<file path="config.mk">
export PLATFORM = sky130hd
export DESIGN_NAME = computer_seq
export DESIGN_NICKNAME = d
export VERILOG_FILES = /design/src/rtl/computer_seq.sv
export SDC_FILE = /design/constraint.sdc
export NUM_CORES = 1
export LEC_CHECK = 0
export ABC_AREA = 1
export CAP_MARGIN = 20
export CELL_PAD_IN_SITES_DETAIL_PLACEMENT = 1
export CELL_PAD_IN_SITES_GLOBAL_PLACEMENT = 1
export CORE_UTILIZATION = 32
export CTS_CLUSTER_DIAMETER = 40
export DETAILED_ROUTE_END_ITERATION = 7
export PLACE_DENSITY_LB_ADDON = 0.08
export SYNTH_ARGS = -nofsm -noshare
export SYNTH_HDL_FRONTEND = slang
export SYNTH_SLANG_ARGS = --single-unit
export TNS_END_PERCENT = 1
</file>
<file path="constraint.sdc">
create_clock -name clk -period 2.65 [get_ports clk]
set_input_delay 0.53 -clock clk [delete_from_list [all_inputs] [get_ports clk]]
set_output_delay 0.53 -clock clk [all_outputs]
set_load 0.02 [all_outputs]
</file>
<file path="src/rtl/computer_seq.sv">
// computer_seq: instruction sequencer that fetches two operands, dispatches them
// to one of three external arithmetic units (CMP/ADD/SUB), waits for completion
// with a cycle budget, and returns the result over a valid/ready handshake.
//
// Ports:
//   clk, rst                   single clock, asynchronous active-high reset
//   i_ir_valid / o_ir_ready    instruction handshake, i_ir carries the opcode in its top nibble
//   i_data_valid, i_data       operand stream (first word -> op A, second -> op B)
//   o_unit_sel, o_unit_start   unit select (1=CMP, 2=ADD, 3=SUB) and one-cycle start pulse
//   o_op_a, o_op_b             operands presented to the selected unit
//   i_unit_done, i_unit_data   unit completion strobe and result
//   o_data, o_data_valid,
//   i_data_ready               result handshake toward the consumer
//   o_busy, o_err, o_instr_cnt status: busy, one-cycle error pulse, retired-instruction count
//
// Latency: accept in cycle 0, op A captured cycle 1, op B cycle 2, start cycle 3,
// earliest done cycle 4, result valid cycle 5. Backpressure: the result is held
// with o_data_valid high until i_data_ready; no new instruction is accepted meanwhile.

module computer_seq #(
  parameter int DATA_WIDTH = 16,
  parameter int TIMEOUT    = 64
) (
  input  logic                  clk,
  input  logic                  rst,

  input  logic                  i_ir_valid,
  output logic                  o_ir_ready,
  input  logic [DATA_WIDTH-1:0] i_ir,

  input  logic                  i_data_valid,
  input  logic [DATA_WIDTH-1:0] i_data,

  output logic [1:0]            o_unit_sel,
  output logic                  o_unit_start,
  output logic [DATA_WIDTH-1:0] o_op_a,
  output logic [DATA_WIDTH-1:0] o_op_b,
  input  logic                  i_unit_done,
  input  logic [DATA_WIDTH-1:0] i_unit_data,

  output logic [DATA_WIDTH-1:0] o_data,
  output logic                  o_data_valid,
  input  logic                  i_data_ready,

  output logic                  o_busy,
  output logic                  o_err,
  output logic [7:0]            o_instr_cnt
);

  // Wait counter is at least 8 bits, and wide enough to hold TIMEOUT itself.
  localparam int TO_BITS = $clog2(TIMEOUT + 1);
  localparam int CW      = (TO_BITS > 8) ? TO_BITS : 8;

  localparam logic [3:0] OP_NOP = 4'd0;
  localparam logic [3:0] OP_CMP = 4'd1;
  localparam logic [3:0] OP_ADD = 4'd2;
  localparam logic [3:0] OP_SUB = 4'd3;

  typedef enum logic [2:0] {
    IDLE    = 3'd0,
    FETCH_A = 3'd1,
    FETCH_B = 3'd2,
    ISSUE   = 3'd3,
    WAIT    = 3'd4,
    RESULT  = 3'd5
  } state_t;

  state_t                state_q, state_d;
  logic [1:0]            sel_q, sel_d;
  logic [DATA_WIDTH-1:0] op_a_q, op_a_d;
  logic [DATA_WIDTH-1:0] op_b_q, op_b_d;
  logic [DATA_WIDTH-1:0] data_q, data_d;
  logic                  err_q, err_d;
  logic [7:0]            cnt_q, cnt_d;
  logic [CW-1:0]         wait_cnt_q, wait_cnt_d;

  logic [3:0] opcode;
  logic       timeout_hit;

  assign opcode = i_ir[DATA_WIDTH-1 -: 4];

  // Only the opcode nibble carries meaning; the remaining instruction bits are
  // reduced here so the intent of leaving them unused is explicit.
  logic unused_ir_bits;
  assign unused_ir_bits = ^i_ir[DATA_WIDTH-5:0];

  // The counter starts at 0 on the first WAIT cycle, so the TIMEOUT-th WAIT
  // cycle is the one where it reads TIMEOUT-1.
  assign timeout_hit = (wait_cnt_q == CW'(TIMEOUT - 1));

  // ---------------------------------------------------------------------------
  // State and datapath registers
  // ---------------------------------------------------------------------------
  always_ff @(posedge clk or posedge rst) begin
    if (rst) begin
      state_q    <= IDLE;
      sel_q      <= 2'd0;
      op_a_q     <= '0;
      op_b_q     <= '0;
      data_q     <= '0;
      err_q      <= 1'b0;
      cnt_q      <= 8'd0;
      wait_cnt_q <= '0;
    end else begin
      state_q    <= state_d;
      sel_q      <= sel_d;
      op_a_q     <= op_a_d;
      op_b_q     <= op_b_d;
      data_q     <= data_d;
      err_q      <= err_d;
      cnt_q      <= cnt_d;
      wait_cnt_q <= wait_cnt_d;
    end
  end

  // ---------------------------------------------------------------------------
  // Next-state and datapath update
  // ---------------------------------------------------------------------------
  always_comb begin
    state_d    = state_q;
    sel_d      = sel_q;
    op_a_d     = op_a_q;
    op_b_d     = op_b_q;
    data_d     = data_q;
    err_d      = 1'b0;            // error is a single-cycle pulse
    cnt_d      = cnt_q;
    wait_cnt_d = wait_cnt_q;

    unique case (state_q)
      IDLE: begin
        if (i_ir_valid) begin
          case (opcode)
            OP_NOP: begin
              // NOP retires immediately without touching any unit.
              cnt_d = cnt_q + 8'd1;
            end
            OP_CMP, OP_ADD, OP_SUB: begin
              sel_d   = opcode[1:0];
              state_d = FETCH_A;
            end
            default: begin
              // Illegal opcode: consumed, flagged, not counted.
              err_d = 1'b1;
            end
          endcase
        end
      end

      FETCH_A: begin
        if (i_data_valid) begin
          op_a_d  = i_data;
          state_d = FETCH_B;
        end
      end

      FETCH_B: begin
        if (i_data_valid) begin
          op_b_d  = i_data;
          state_d = ISSUE;
        end
      end

      ISSUE: begin
        wait_cnt_d = '0;
        state_d    = WAIT;
      end

      WAIT: begin
        // A completion arriving on the expiry cycle still counts as success.
        if (i_unit_done) begin
          data_d  = i_unit_data;
          state_d = RESULT;
        end else if (timeout_hit) begin
          err_d   = 1'b1;
          state_d = IDLE;
        end else begin
          wait_cnt_d = wait_cnt_q + CW'(1);
        end
      end

      RESULT: begin
        if (i_data_ready) begin
          cnt_d   = cnt_q + 8'd1;
          state_d = IDLE;
        end
      end

      default: begin
        state_d = IDLE;
      end
    endcase
  end

  // ---------------------------------------------------------------------------
  // Outputs
  // ---------------------------------------------------------------------------
  assign o_ir_ready   = (state_q == IDLE);
  assign o_busy       = (state_q != IDLE);
  assign o_unit_start = (state_q == ISSUE);
  assign o_data_valid = (state_q == RESULT);
  assign o_unit_sel   = sel_q;
  assign o_op_a       = op_a_q;
  assign o_op_b       = op_b_q;
  assign o_data       = data_q;
  assign o_err        = err_q;
  assign o_instr_cnt  = cnt_q;

endmodule

</file>
==> reports/metrics.cfg, run 1 <==
[status]
status=completed

[timing]
slew_violations=0
setup_tns_ns=0
rsz0062_at_grt=no
hold_viol=0
slew_headroom=0.536
finalSetupViolations=0
worstMarginPinSlew_ns=0.695
min_period_ns=2.41
fin_crit_sh=0.910
max_freq_ghz=0.415
fin_skew_ns=0.0103
fin_ws_ns=0.240

[route]
drt_first_pass_iters=4
routedWlPerCell_um=13.7
first_iter_violations=48
drtAntennaViolNets=0
vias_per_cell=4.56
drc_errors=0
drt_wl_total_um=8330
via_count=2774

[synthesis]
ys.flop_type=dfrtp_1
syn-num-nets=422
yosys_warnings=0
ys_seq_elements=70
yosys.area.top_type=dfrtp_1
synth_area_leaders=dfrtp_1, nand2_1, inv_1
synth_common_cells=nand2_1, dfrtp_1, inv_1, nand3_1, o21ai_0
synth_top_cell_area_share=0.551
synth-seq-area-share=0.551
synth-edff-count=0
syn_inst=366
async_reset_ff_frac=1.00
syn_area_mm2=0.00318
yosysMostFrequentCell=nand2_1
synth_cell_types=29
avgSynthCellArea_um2=8.68

[final_layout]
drive_gt1_frac=0.104
antenna_cells=0
fillCellCount=1094
area_delta_synth_final_pct=44.5
nNetsFinal=530
fin_area_mm2=0.00459

[clock_network]
post_cts_buffers=0
clk_latency_ns=0.35
cts_root_buf=clkbuf_8
cts_tree=yes
htreeDepth=3
clockBufferDepth=2
clk_pin_slew_ns=0.08
cts_resized=0
clock-sinks=70
numCtsBuffers=9
postCtsHoldBufs=0

[setup_path]
worstSetupStartpointType=flop
crit_type=reg2out
r2r-start=state_q[0]
endpoint_kind=output pin
reg2reg_slack_ns=0.86
reg2reg_to=o_op_a[13]
cp.required_ns=2.12
cp.arrival_ns=1.88
r2r.worst_path.cells=5
crit_fanout=5

[global_route]
grt_pass1_wl_um=14200
grt_pass1_vias=2835
antenna_found_initial=0
grt.total_usage=0.179
overflow=0
grt_max_degree=33

[power]
powerDensity_mw_per_mm2=1110
leakage_nw=2.24
total_power_w=0.00510
ir_drop_mv=0.554

[hold_path]
whs_path_depth=2
hold_path_class=reg2reg
hold_start=o_data[2]
hold_path_end=o_data[2]

[place]
gp_congestion=0.779
numPortBuffers=104
post-place-ws_ns=0.460
hpwl_um=5910
placed_cell_area_mm2=0.00436

[floorplan]
core_area_mm2=0.00942
die_area_mm2=0.0103
pin_count=117
die_y_um=102
fp.dieW_um=102
start_util=0.337
row_count=35

[job]
maxCapViolations=0

==> cell families (layout without fill, tap and decap cells) <==
group                    count (synthesis)  count (layout)  share of synthesized area
AND/OR/NAND/NOR                        181             181                      0.250
flip-flops                              70              70                      0.551
buffers and inverters                   56             169                     0.0737
AO/OA/AOI/OAI                           47              47                     0.0867
XOR/XNOR                                10              10                     0.0299
adder cells (fa/ha/maj)                  2               2                    0.00788
==> per-stage QoR <==
step / instances / hold WS, ns / util
detailed placement: 592 / 0.462 / 0.463
global route: 608 / 0.511 / 0.487
finish: 608 / 0.477 / 0.487
global placement: 592 / 0.455 / 0.463
floorplan: 366 / 0.468 / -
CTS: 608 / 0.484 / 0.487
==> metal layers <==
layer | global-route usage | routed length [um] | vias up
met1 | 0.235 | 3840 | 1336
met3 | 0.0649 | 610 | 11
met4 | 0.0602 | 115 | 0
li1 | - | - | 1359
met2 | 0.273 | 3770 | 68
met5 | 0 | 0 | -
==> worst max-delay path: stages, from the launching register on <==
cell and delay, ns:
dfrtp_1 0.45, inv_2 0.15, nand3_1 0.22, inv_1 0.10, clkdlybuf4s50_1 0.60
==> area by class of cell <==
type                       count  area (um2)  share of cell area
clock buffer                  10         138              0.0300
clock inverter                 6        92.6              0.0202
timing repair buffer         108        1080               0.236
tap                          129         161              0.0352
inverter                      45         171              0.0373
multi-input combinational    240        1190               0.260
sequential                    70        1750               0.382
==> where the power goes <==
group          switching (W)  leakage, nW  internal, W
Sequential          0.000286        0.892      0.00149
Clock               0.000451        0.110     0.000562
Combinational        0.00127         1.23      0.00105
==> how the worst max path moves through the flow <==
stage                         endpoint    startpoint  slack [ns]
after CTS                 o_unit_start    state_q[2]        0.20
after floorplan              o_data[0]           rst        0.35
after detailed placement    o_op_a[11]  i_data_valid        0.46
final                     o_unit_start    state_q[2]        0.24
after global placement      o_op_a[14]  i_data_valid        0.51
after global routing      o_unit_start    state_q[2]        0.11
==> sequential cells by signal, summed over array words and instances, names as in the netlist <==
signal,count
wait_cnt_q,8
state_q,3
o_err,1
o_instr_cnt,8
o_op_b,16
o_unit_sel,2
o_op_a,16
o_data,16
==> cell usage in the layout (no fill, tap or decap), types with 4 or more instances in the layout <==
cell type        netlist  layout
nand2_2                4       4
nand3_1               30      30
o21ai_0               20      20
nor2_1                14      14
clkbuf_8               0      10
clkdlybuf4s50_1        0     104
nand2_1              118     118
nor2_2                 4       4
o21ai_2                9       9
o21ai_1               13      13
xnor2_1                6       6
dfrtp_1               70      70
inv_1                 41      40
inv_2                  3       4
Power figures use the tool's default switching activity.
==> inputs of run 2 (changes only) <==
CORE_UTILIZATION = 45   (was 32)
DONT_BUFFER_PORTS = 1   (was default)
==> reports/metrics.cfg, run 2 (synthesized netlist as in run 1, its figures left out) <==
[status]
status=completed

[floorplan]
pin_count=117  ; unchanged
row_count=30  ; -14%
die_y_um=86.0  ; -15%
core_area_mm2=0.00679  ; -28%
fp.dieW_um=86.0  ; -15%
start_util=0.468  ; +0.130
die_area_mm2=0.00740  ; -28%

[route]
drtAntennaViolNets=0  ; unchanged
routedWlPerCell_um=14.7  ; +7.5%
drc_errors=0  ; unchanged
drt_wl_total_um=6880  ; -17%
first_iter_violations=89  ; +85%
via_count=2341  ; -16%
vias_per_cell=5.01  ; +9.9%
drt_first_pass_iters=4  ; unchanged

[timing]
hold_viol=0  ; unchanged
max_freq_ghz=0.512  ; +23%
fin_crit_sh=0.737  ; -0.172
finalSetupViolations=0  ; unchanged
rsz0062_at_grt=no
fin_skew_ns=0.0134  ; +0.00302 ns
min_period_ns=1.95  ; -0.457 ns
slew_headroom=0.541  ; +0.00446
slew_violations=0  ; unchanged
worstMarginPinSlew_ns=0.688  ; -0.00668 ns
setup_tns_ns=0  ; unchanged

[clock_network]
htreeDepth=3  ; unchanged
postCtsHoldBufs=0  ; unchanged
cts_resized=0  ; unchanged
clk_pin_slew_ns=0.08  ; about the same
clockBufferDepth=2  ; unchanged
cts_root_buf=clkbuf_8
post_cts_buffers=0  ; unchanged
cts_tree=yes
clk_latency_ns=0.33  ; -0.02 ns
clock-sinks=70  ; unchanged
numCtsBuffers=9  ; unchanged

[global_route]
grt_max_degree=54  ; +64%
antenna_found_initial=0  ; unchanged
overflow=0  ; unchanged
grt_pass1_wl_um=11900  ; -17%
grt_pass1_vias=2477  ; -13%
grt.total_usage=0.206  ; +0.0268

[power]
pwr-share-comb=0.222  ; -0.231
clock_power_share=0.209  ; +0.010
sw_frac_of_total=0.444  ; +0.0520
p_sw_w=0.00181  ; -9.5%
total_power_w=0.00408  ; -20%
ir_drop_mv=0.592  ; +6.9%
powerDensity_mw_per_mm2=1180  ; +6.3%
leakage_nw=1.80  ; -19%
internal_power_w=0.00227  ; -27%
seqPwrFrac=0.569  ; +0.221

[hold_path]
hold_path_class=in2async

[setup_path]
crit_type=reg2out
critPathBufInv=2  ; -1
max_stage_delay_ns=0.45  ; -0.15 ns
cpMaxStageDelayCell=dfrtp_1
crit_fanout=5  ; unchanged
path_cells=inv_2 > nand3_1 > inv_1
cp.arrival_ns=1.42  ; -0.46 ns
worstSetupStartpointType=flop
cp.required_ns=2.12  ; about the same
path_delay_family=flip-flops
endpoint_kind=output pin

[final_layout]
nNetsFinal=423  ; -20%
utilization=0.508  ; +0.0207
fin_area_mm2=0.00345  ; -25%
area_delta_synth_final_pct=8.66
antenna_cells=0  ; unchanged
final_common_cell=nand2_1
final_cell_mix=nand2_1, dfrtp_1, inv_1, nand3_1, o21ai_0
drive_gt1_frac=0.124  ; +0.0196

[place]
placed_cell_area_mm2=0.00325  ; -25%
hpwl_um=4880  ; -18%
gp_congestion=0.744  ; -4.5%
numPortBuffers=0  ; -100%

[job]
maxCapViolations=0  ; unchanged

==> run 2: cell count changes in the layout (fill, tap and decap cells not counted) <==
cell,change
inv_6,-2
clkdlybuf4s50_1,-104
buf_4,-3
clkinvlp_4,+2
bufinv_16,-1
==> run 2: worst register-to-register path: cells and delay by family, from the launching register on <==
family                 cells  cell delay (ns)
AOI/OAI and AO/OA          1             0.09
buffers and inverters      1             0.13
and+or+nand+nor            3             0.91
DFF                        1             0.47
==> run 2: worst paths after layout <==
path,from,end,slack (ns),depth (start not counted)
worst max-delay path,state_q[2],o_unit_start,0.70,3
worst min-delay path,rst,o_data[14],0.07,1
worst max register to register,state_q[0],o_op_a[2],0.92,5
worst min register to register,wait_cnt_q[0],wait_cnt_q[0],0.51,1
max in group asynchronous,rst,o_instr_cnt[6],1.94,2
min in group clk,i_ir[13],o_unit_sel[1],0.33,2
==> run 2: final cells by class <==
class	instances	area [um2]
sequential	70	1750
clock inverter	5	60.1
inverter	45	171
multi-input combinational	240	1190
clock buffer	10	138
fill	812	3340
tap	96	120
timing repair buffer	1	20.0
==> run 2: through the flow <==
step | std cells | setup slack (ns) | hold slack [ns]
detailed placement | 452 | 0.909 | 0.440
global route | 467 | 0.576 | 0.0876
global placement | 452 | 0.949 | 0.443
finish | 467 | 0.696 | 0.0749
CTS | 467 | 0.659 | 0.0843
floorplan | 366 | 0.352 | 0.468
==> run 2: layer usage <==
metal	vias to the layer above	track usage	part of all wire
li1	1144	-	-
met1	1123	0.269	0.46
met2	66	0.320	0.45
met3	8	0.0712	0.076
met4	0	0.0682	0.013
met5	-	0	0
==> run 2: power groups by stage <==
stage | Combinational (W) | Clock [W] | Sequential, W
finish | 0.000904 | 0.000853 | 0.00232
global route | 0.00107 | 0.000922 | 0.00239
CTS | 0.000925 | 0.000880 | 0.00234
detailed placement | 0.000924 | 0 | 0.00235
global placement | 0.000878 | 0 | 0.00234
floorplan | 0.000781 | 0 | 0.00224
